`src/rtl/rv32_pkg.sv`:
```
// ============================================================================
// Module  : rv32_pkg
// Purpose : Shared RV32 widths, NOP encoding and fetch FSM state type.
// Rev     : 1.0 - initial release
// ============================================================================
`default_nettype none

package rv32_pkg;

  localparam int XLEN     = 32;
  localparam int OPCODE_W = 7;
  localparam int FUNCT3_W = 3;
  localparam int FUNCT7_W = 7;

  // addi x0, x0, 0
  localparam logic [XLEN-1:0] NOP_INSTR = 32'h0000_0013;

  typedef enum logic [1:0] {
    ST_IDLE = 2'd0,
    ST_REQ  = 2'd1,
    ST_WAIT = 2'd2,
    ST_HOLD = 2'd3
  } fetch_state_e;

endpackage

`default_nettype wire

```
`src/rtl/fetch_unit_pc_next.sv`:
```
// ============================================================================
// Module  : pc_next
// Purpose : Next fetch address (sequential or redirect) plus misalign flag.
// Rev     : 1.0 - initial release
// ============================================================================
`default_nettype none

module pc_next
  import rv32_pkg::*;
(
  input  logic [XLEN-1:0] pc,
  input  logic            redirect,
  input  logic [XLEN-1:0] redirect_target,
  output logic [XLEN-1:0] next_pc,
  output logic            misalign
);

  always_comb begin
    next_pc  = redirect ? redirect_target : (pc + 32'd4);
    misalign = |next_pc[1:0];
  end

endmodule

`default_nettype wire

```
`src/rtl/fetch_unit.sv`:
```
// ============================================================================
// Module  : fetch_unit
// Purpose : Single-outstanding instruction fetch stage with decode handshake.
//           Optional FETCH_MISALIGN_CHECK_EN adds a sticky fetch_err output.
// Rev     : 1.0 - initial release
// ============================================================================
`default_nettype none

module fetch_unit #(
  parameter logic [rv32_pkg::XLEN-1:0] RESET_PC  = 32'h0000_0000,
  parameter logic [rv32_pkg::XLEN-1:0] NOP_INSTR = rv32_pkg::NOP_INSTR
) (
  input  logic                          clk,
  input  logic                          rst,
  output logic                          imem_req,
  output logic [rv32_pkg::XLEN-1:0]     imem_addr,
  input  logic                          imem_gnt,
  input  logic                          imem_rvalid,
  input  logic [rv32_pkg::XLEN-1:0]     imem_rdata,
  output logic                          instr_valid,
  input  logic                          instr_ready,
  output logic [rv32_pkg::XLEN-1:0]     instr,
  output logic [rv32_pkg::XLEN-1:0]     pc,
  output logic [rv32_pkg::OPCODE_W-1:0] OP,
  output logic [rv32_pkg::FUNCT3_W-1:0] funct3,
  output logic [rv32_pkg::FUNCT7_W-1:0] funct7,
  input  logic                          redirect,
  input  logic [rv32_pkg::XLEN-1:0]     redirect_target
`ifdef FETCH_MISALIGN_CHECK_EN
  ,
  output logic                          fetch_err
`endif
);

  import rv32_pkg::XLEN;
  import rv32_pkg::fetch_state_e;
  import rv32_pkg::ST_IDLE;
  import rv32_pkg::ST_REQ;
  import rv32_pkg::ST_WAIT;
  import rv32_pkg::ST_HOLD;

  fetch_state_e    r_state;
  fetch_state_e    w_state_nxt;
  logic [XLEN-1:0] r_fetch_pc;
  logic [XLEN-1:0] r_pc;
  logic [XLEN-1:0] r_instr;
  logic [XLEN-1:0] w_next_pc;
  logic [XLEN-1:0] w_next_fetch;
  logic            w_misalign;
  logic            w_err;
  logic            w_fault;
  logic            w_consume;
  logic            w_advance;
  logic            w_capture;

  pc_next u_pc_next (
    .pc              (r_pc),
    .redirect        (redirect),
    .redirect_target (redirect_target),
    .next_pc         (w_next_pc),
    .misalign        (w_misalign)
  );

`ifdef FETCH_MISALIGN_CHECK_EN
  logic r_err;

  always_ff @(posedge clk or posedge rst) begin
    if (rst) begin
      r_err <= 1'b0;
    end else if (w_consume && w_misalign) begin
      r_err <= 1'b1;
    end
  end

  assign w_err        = r_err;
  assign w_fault      = w_misalign;
  assign w_next_fetch = w_next_pc;
  assign fetch_err    = r_err;
`else
  assign w_err        = 1'b0;
  assign w_fault      = 1'b0;
  // Without the checker, low address bits are simply dropped.
  assign w_next_fetch = w_misalign ? {w_next_pc[XLEN-1:2], 2'b00} : w_next_pc;
`endif

  // Once faulted the unit parks in HOLD and ignores the decode handshake.
  assign w_consume = (r_state == ST_HOLD) && instr_ready && !w_err;
  assign w_advance = w_consume && !w_fault;
  assign w_capture = (r_state == ST_WAIT) && imem_rvalid;

  always_ff @(posedge clk or posedge rst) begin
    if (rst) begin
      r_state <= ST_IDLE;
    end else begin
      r_state <= w_state_nxt;
    end
  end

  always_comb begin
    w_state_nxt = r_state;
    case (r_state)
      ST_IDLE: w_state_nxt = ST_REQ;
      ST_REQ:  if (imem_gnt)  w_state_nxt = ST_WAIT;
      ST_WAIT: if (w_capture) w_state_nxt = ST_HOLD;
      ST_HOLD: if (w_advance) w_state_nxt = ST_REQ;
      default: w_state_nxt = ST_IDLE;
    endcase
  end

  always_comb begin
    imem_req    = 1'b0;
    instr_valid = 1'b0;
    case (r_state)
      ST_REQ:  imem_req    = 1'b1;
      ST_HOLD: instr_valid = !w_err;
      default: ;
    endcase
  end

  always_ff @(posedge clk or posedge rst) begin
    if (rst) begin
      r_fetch_pc <= RESET_PC;
      r_pc       <= RESET_PC;
      r_instr    <= NOP_INSTR;
    end else begin
      if (w_advance) begin
        r_fetch_pc <= w_next_fetch;
      end
      if (w_capture) begin
        r_pc    <= r_fetch_pc;
        r_instr <= imem_rdata;
      end
    end
  end

  assign imem_addr = r_fetch_pc;
  assign pc        = r_pc;
  assign instr     = instr_valid ? r_instr : NOP_INSTR;
  assign OP        = instr[6:0];
  assign funct3    = instr[14:12];
  assign funct7    = instr[31:25];

endmodule

`default_nettype wire

```
`config.mk`:
```
export PLATFORM = sky130hd
export DESIGN_NAME = fetch_unit
export DESIGN_NICKNAME = d
export VERILOG_FILES = /design/src/rtl/rv32_pkg.sv /design/src/rtl/fetch_unit_pc_next.sv /design/src/rtl/fetch_unit.sv
export SDC_FILE = /design/constraint.sdc
export NUM_CORES = 1
export LEC_CHECK = 0
export ABC_AREA = 1
export ABC_CLOCK_PERIOD_IN_PS = 3800
export BUFFER_PORTS_ARGS = -buffer_cell sky130_fd_sc_hd__buf_4
export CAP_MARGIN = 15
export CORE_ASPECT_RATIO = 1.75
export CORE_MARGIN = 2
export CORE_UTILIZATION = 30
export CTS_BUF_LIST = sky130_fd_sc_hd__clkbuf_8
export DETAILED_ROUTE_END_ITERATION = 7
export PLACE_DENSITY_LB_ADDON = 0.2
export SLEW_MARGIN = 10
export SYNTH_ARGS = -nofsm -noshare
export SYNTH_HDL_FRONTEND = slang
export SYNTH_HIERARCHICAL = 1
export SYNTH_SLANG_ARGS = --single-unit
```
`constraint.sdc`:
```
create_clock -name clk -period 3.8 [get_ports clk]
set_input_delay 0.19 -clock clk [delete_from_list [all_inputs] [get_ports clk]]
set_output_delay 0.19 -clock clk [all_outputs]
set_load 0.1 [all_outputs]
```
==> results.ini, run 1 <==
[timing]
setup-violations-final = 0
layout_min_cycle_time_ns = 2.21
slew_headroom_pct = 38.7
fmax_mhz = 452
skew_ns = 0.0231
worstMarginPinSlew_ns = 0.919
drv_slew = 0
setup_tns_ns = 0
rsz0062_at_grt = no
hold_violations = 0
min_period_over_period_pct = 58.3

[cts]
postCtsHoldBufs = 0
cts.sink_count = 98
post_cts_resized = 0
root_buffer = clkbuf_8
cts.htree.levels = 3
clkTransAtPathRegs_ns = 0.11
clk_latency_ns = 0.38
post_cts_buffers = 0
cts_tree = yes
clockBufferDepth = 2
numCtsBuffers = 9

[synth]
yosysTopAreaCell = dfrtp_1
synth_edf_count = 0
synth.most_common_cell = nand2_1
ys.flop_type = dfrtp_1
synth_top_area_share_pct = 42.2
synth_fp_nets = 869
yosys_warnings = 6
yosys.area_share.simple_pct = 41.2
async_flop_share_pct = 100
yosysUniqueCellTypes = 29
synthAdderAreaFrac_pct = 1.11
synth_area_leaders = dfrtp_1 (42%), nand2_1 (25%), nand3_1 (8.2%)
synth_top_family_by_area = simple AND/OR/NAND/NOR gates
synth_compound_area_share_pct = 2.07
synthMuxAreaShare_pct = 0.178
ys_ff_latch = 98
synth_area_sq_um = 5630
synth_xor_area_share_pct = 0.467
ys_seq_area_share_pct = 43.6
synth_common_cells = nand2_1 (376), dfrtp_1 (95), nand3_1 (92)
syn_area_per_cell_sq_um = 7.09
synth_cells = 794

[routing]
wl_per_cell_microns = 14.4
ant_nets = 0
dr_wl_met2_microns = 9530
drt-total-wl_microns = 17000
drtPass1Iterations = 4
via_per_inst = 4.45
drt-met1-wl_microns = 6330
wl_met3_microns = 947
num_vias = 5252
top_layer_used = met4
dr.first_iter.drc_count = 217
drc = 0

[final_layout]
final_cells = 1181
fin_nets = 1013
antennaDiodeCount = 0
areaGrowthSynthToFinish_pct = 27.1
layout-drive-gt1-share_pct = 25.3

[floorplan]
rows = 66
die_h_microns = 185
fp.coreArea_sq_um = 18500
die_x_microns = 108
io_pins = 185
die_area_sq_um = 19900
initial_core_util_pct = 30.4

[setup_path]
cp_cell_sequence = ha_1 > buf_4 > nand2_4 > inv_2 > nand3_1 > o21ai_0
end_kind = flip-flop
critical_path.max_stage_delay_ns = 0.61
cp_num_buf_inv = 2
cpLargestDelayFamily = buffers and inverters
required_ns = 4.08
crit_fanout = 35
arrival_ns = 2.50
start_kind = flip-flop
critPathSlowestCell = inv_2
worstSetupPathType = flip-flop to flip-flop

[flow_run]
maxCapViolations = 0

[min_path]
hp-class = primary input to async pin

[place]
dp_cells = 1165
gp_congestion = 0.789
place_hpwl_microns = 11900
portBuffers = 184

[global_routing]
grt_max_degree = 73
grt-ovfl-total = 0
track_usage_pct = 17.5
grt_pass1_wl_microns = 27100
antenna_found_initial = 0
grt_pass1_vias = 5340

[status]
run_status = finished clean

-- layout make-up --
| class | instances | area (sq um) |
|---|---|---|
| Clock buffer | 10 | 138 |
| Multi-Input combinational cell | 571 | 2540 |
| Timing Repair Buffer | 188 | 1410 |
| Tap cell | 238 | 298 |
| Clock inverter | 6 | 47.5 |
| Sequential cell | 98 | 2460 |
| Fill cell | 2076 | 11300 |
| Inverter | 70 | 265 |
-- worst register-to-register path, stage by stage, from the launching register on --
cell,delay (ns)
dfrtp_1,0.42
ha_1,0.16
buf_4,0.35
nand2_4,0.34
inv_2,0.62
nand3_1,0.13
o21ai_0,0.11
-- final timing paths --
kind | depth (start not counted) | startpoint | slack [ns] | to
max in group asynchronous | 3 | rst | 2.84 | r_instr[1]
worst max register to register | 6 | r_state[0] | 1.59 | imem_addr[1]
worst max-delay path | 6 | r_state[0] | 1.59 | imem_addr[1]
worst min register to register | 2 | r_instr[1] | 0.48 | r_instr[1]
worst min-delay path | 2 | rst | 0.02 | r_instr[8]
min in group clk | 3 | imem_rdata[9] | 0.04 | r_instr[9]
-- kinds of logic (layout without fill, tap and decap cells) --
group           count (synthesis)  after routing
xor+xnor                        3              3
flops                          98             98
buf+inv                       125            274
fa+ha+maj                       5              5
simple gates                  539            539
compound gates                 23             23
mux                             1              1
-- flip-flops by register name (all words and copies together), names as in the netlist --
register,count
imem_addr,32
pc,32
r_state,2
r_instr,32
-- cells in the final DEF (no fill, tap or decap), types with 4 or more instances in the layout --
cell type    n
o21ai_0     11
clkbuf_8    10
nand3_1     92
inv_2        5
nor2_2       6
nand2_1    376
inv_1       64
dfrtp_1     95
buf_4      188
nor2_1      38
ha_1         4
nor2_4       6
o21ai_1      4
nand2_2      6
a21oi_1      7
-- per-stage QoR --
| step | instance area, sq um | utilization, % | hold WS [ns] | setup slack [ns] |
|---|---|---|---|---|
| after floorplan | 5630 | - | 0.320 | 0.853 |
| after global placement | 6970 | 37.7 | 0.424 | 1.55 |
| after detailed placement | 6970 | 37.7 | 0.426 | 1.51 |
| after CTS | 7150 | 38.7 | 0.0203 | 1.50 |
| after global routing | 7150 | 38.7 | 0.0209 | 1.31 |
| final | 7150 | 38.7 | 0.0196 | 1.59 |
-- layer usage --
layer	GRT usage, %	up-vias
met2	33.5	125
met1	18.6	2442
met5	0	-
met4	4.46	0
li1	-	2678
met3	4.47	7
Power of run 1 is left out: the tool's default activity adds up to more than one toggle a clock period on the data nets, which glitch-free logic cannot reach.
==> inputs of run 2 (changes only) <==
--- a/config.mk
+++ b/config.mk
@@ -6,7 +6,7 @@
 export NUM_CORES = 1
 export LEC_CHECK = 0
 export ABC_AREA = 1
-export ABC_CLOCK_PERIOD_IN_PS = 3800
+export ABC_CLOCK_PERIOD_IN_PS = 2100
 export BUFFER_PORTS_ARGS = -buffer_cell sky130_fd_sc_hd__buf_4
 export CAP_MARGIN = 15
 export CORE_ASPECT_RATIO = 1.75
==> constraint.sdc (replaced) <==
create_clock -name clk -period 2.1 [get_ports clk]
set_input_delay 0.105 -clock clk [delete_from_list [all_inputs] [get_ports clk]]
set_output_delay 0.105 -clock clk [all_outputs]
set_load 0.1 [all_outputs]
==> results.ini, run 2 (synthesis gave the netlist of run 1 again) <==
[status]
run_status = finished clean

[final_layout]
final_cells = 1224  ; +3.6%
final_cell_mix = nand2_1 (376), buf_4 (192), nand3_1 (92)
areaGrowthSynthToFinish_pct = 36.6
fin_nets = 1056  ; +4.2%
final_common_cell = nand2_1
layout-drive-gt1-share_pct = 26.9  ; +1.5 points
antennaDiodeCount = 0  ; unchanged

[timing]
slew_headroom_pct = 63.7  ; +25 points
min_period_over_period_pct = 91.3
setup_tns_ns = 0  ; unchanged
worstMarginPinSlew_ns = 0.544  ; -0.375 ns
hold_violations = 0  ; unchanged
fmax_mhz = 522
drv_slew = 0  ; unchanged
setup-violations-final = 0  ; unchanged
rsz0062_at_grt = no
layout_min_cycle_time_ns = 1.92
hold_ws_ns = 0.0204  ; +0.000892 ns
skew_ns = 0.0131  ; -0.0101 ns

[floorplan]
fp.coreArea_sq_um = 18500  ; unchanged
die_h_microns = 185  ; unchanged
die_area_sq_um = 19900  ; unchanged
rows = 66  ; unchanged
initial_core_util_pct = 30.4  ; unchanged
io_pins = 185  ; unchanged
die_x_microns = 108  ; unchanged

[setup_path]
end_kind = output port
worstSetupPathType = flip-flop to output port
arrival_ns = 1.81  ; -0.69 ns
crit_fanout = 19  ; -46%
required_ns = 2.00  ; -2.08 ns
start_kind = flip-flop

[place]
gp_congestion = 0.902  ; +14%
portBuffers = 184  ; unchanged
dp_cells = 1173  ; +0.69%
place_hpwl_microns = 12700  ; +7.1%

[routing]
num_vias = 5493  ; +4.6%
via_per_inst = 4.49  ; +0.91%
dr.first_iter.drc_count = 262  ; +21%
drtPass1Iterations = 4  ; unchanged
ant_nets = 0  ; unchanged
wl_per_cell_microns = 14.8  ; +2.8%
drc = 0  ; unchanged
drt-total-wl_microns = 18100  ; +6.5%

[global_routing]
grt-ovfl-total = 0  ; unchanged
grt_pass1_wl_microns = 28200  ; +3.8%
antenna_found_initial = 0  ; unchanged
grt_pass1_vias = 5396  ; +1.0%
grt_max_degree = 99  ; +36%
track_usage_pct = 18.0  ; +0.57 points

[cts]
cts.sink_count = 98  ; unchanged
cts_tree = yes
clk_latency_ns = 0.37  ; about the same
numCtsBuffers = 9  ; unchanged
root_buffer = clkbuf_8
clkTransAtPathRegs_ns = 0.11  ; about the same
clockBufferDepth = 2  ; unchanged
cts.htree.levels = 3  ; unchanged
post_cts_resized = 0  ; unchanged

[flow_run]
maxCapViolations = 0  ; unchanged

[min_path]
hp-class = primary input to flip-flop

-- run 2: changes by cell type in the layout (fill, tap and decap cells not counted), sizes merged --
cell / previous run / this run
buf: 188 / 197
clkbuf: 10 / 11
inv: 73 / 59
dlygate4sd3: 0 / 34
clkinvlp: 1 / 15
clkinv: 2 / 1
-- run 2: worst paths after layout --
| path | startpoint | to | slack, ns | depth (start not counted) |
|---|---|---|---|---|
| setup / recovery | r_state[0] | instr[24] | 0.18 | 5 |
| hold / removal | redirect_target[13] | imem_addr[13] | 0.02 | 5 |
| max in group asynchronous | rst | r_instr[4] | 1.24 | 4 |
| min in group asynchronous | rst | imem_addr[3] | 0.43 | 4 |
| hold reg to reg | r_instr[1] | r_instr[1] | 0.48 | 2 |
| setup reg to reg | pc[3] | imem_addr[20] | 0.43 | 10 |
-- run 2: area by class of cell --
cell class	instances	area [sq um]
Inverter	70	315
Sequential cell	98	2460
Clock inverter	5	37.5
Multi-Input combinational cell	571	2550
Fill cell	1969	10800
Tap cell	238	298
Timing Repair Buffer	231	1880
Clock buffer	11	151
-- run 2: what timing repair did --
action                                  in CTS  in global routing
hold buffers                                34                  0
endpoints found under the setup margin       0                 14
endpoints found under the hold margin      128                  0
setup buffers                                0                  1
-- run 2: stage by stage --
stage | utilization (%) | setup slack (ns) | area (sq um)
detailed placement | 38.6 | 0.443 | 7150
global route | 41.6 | 0.0554 | 7690
CTS | 41.5 | 0.0757 | 7680
global placement | 38.6 | 0.486 | 7150
floorplan | - | -0.257 | 5740
finish | 41.6 | 0.183 | 7690
-- run 2: worst max-delay path, cell delays in order, from the launching register on --
cell	delay (ns)
dfrtp_1	0.47
ha_4	0.34
buf_8	0.22
nand2_1	0.07
inv_1	0.06
buf_4	0.28
-- run 2: layer usage --
layer	wire length [microns]	vias up	global-route usage, %	part of all wire (%)
li1	-	2777	-	-
met1	7150	2557	20.2	40
met2	9950	138	34.6	55
met3	582	21	2.01	3.2
met4	387	0	6.00	2.1
met5	0	-	0	0
Power of run 2 is left out for the same reason.
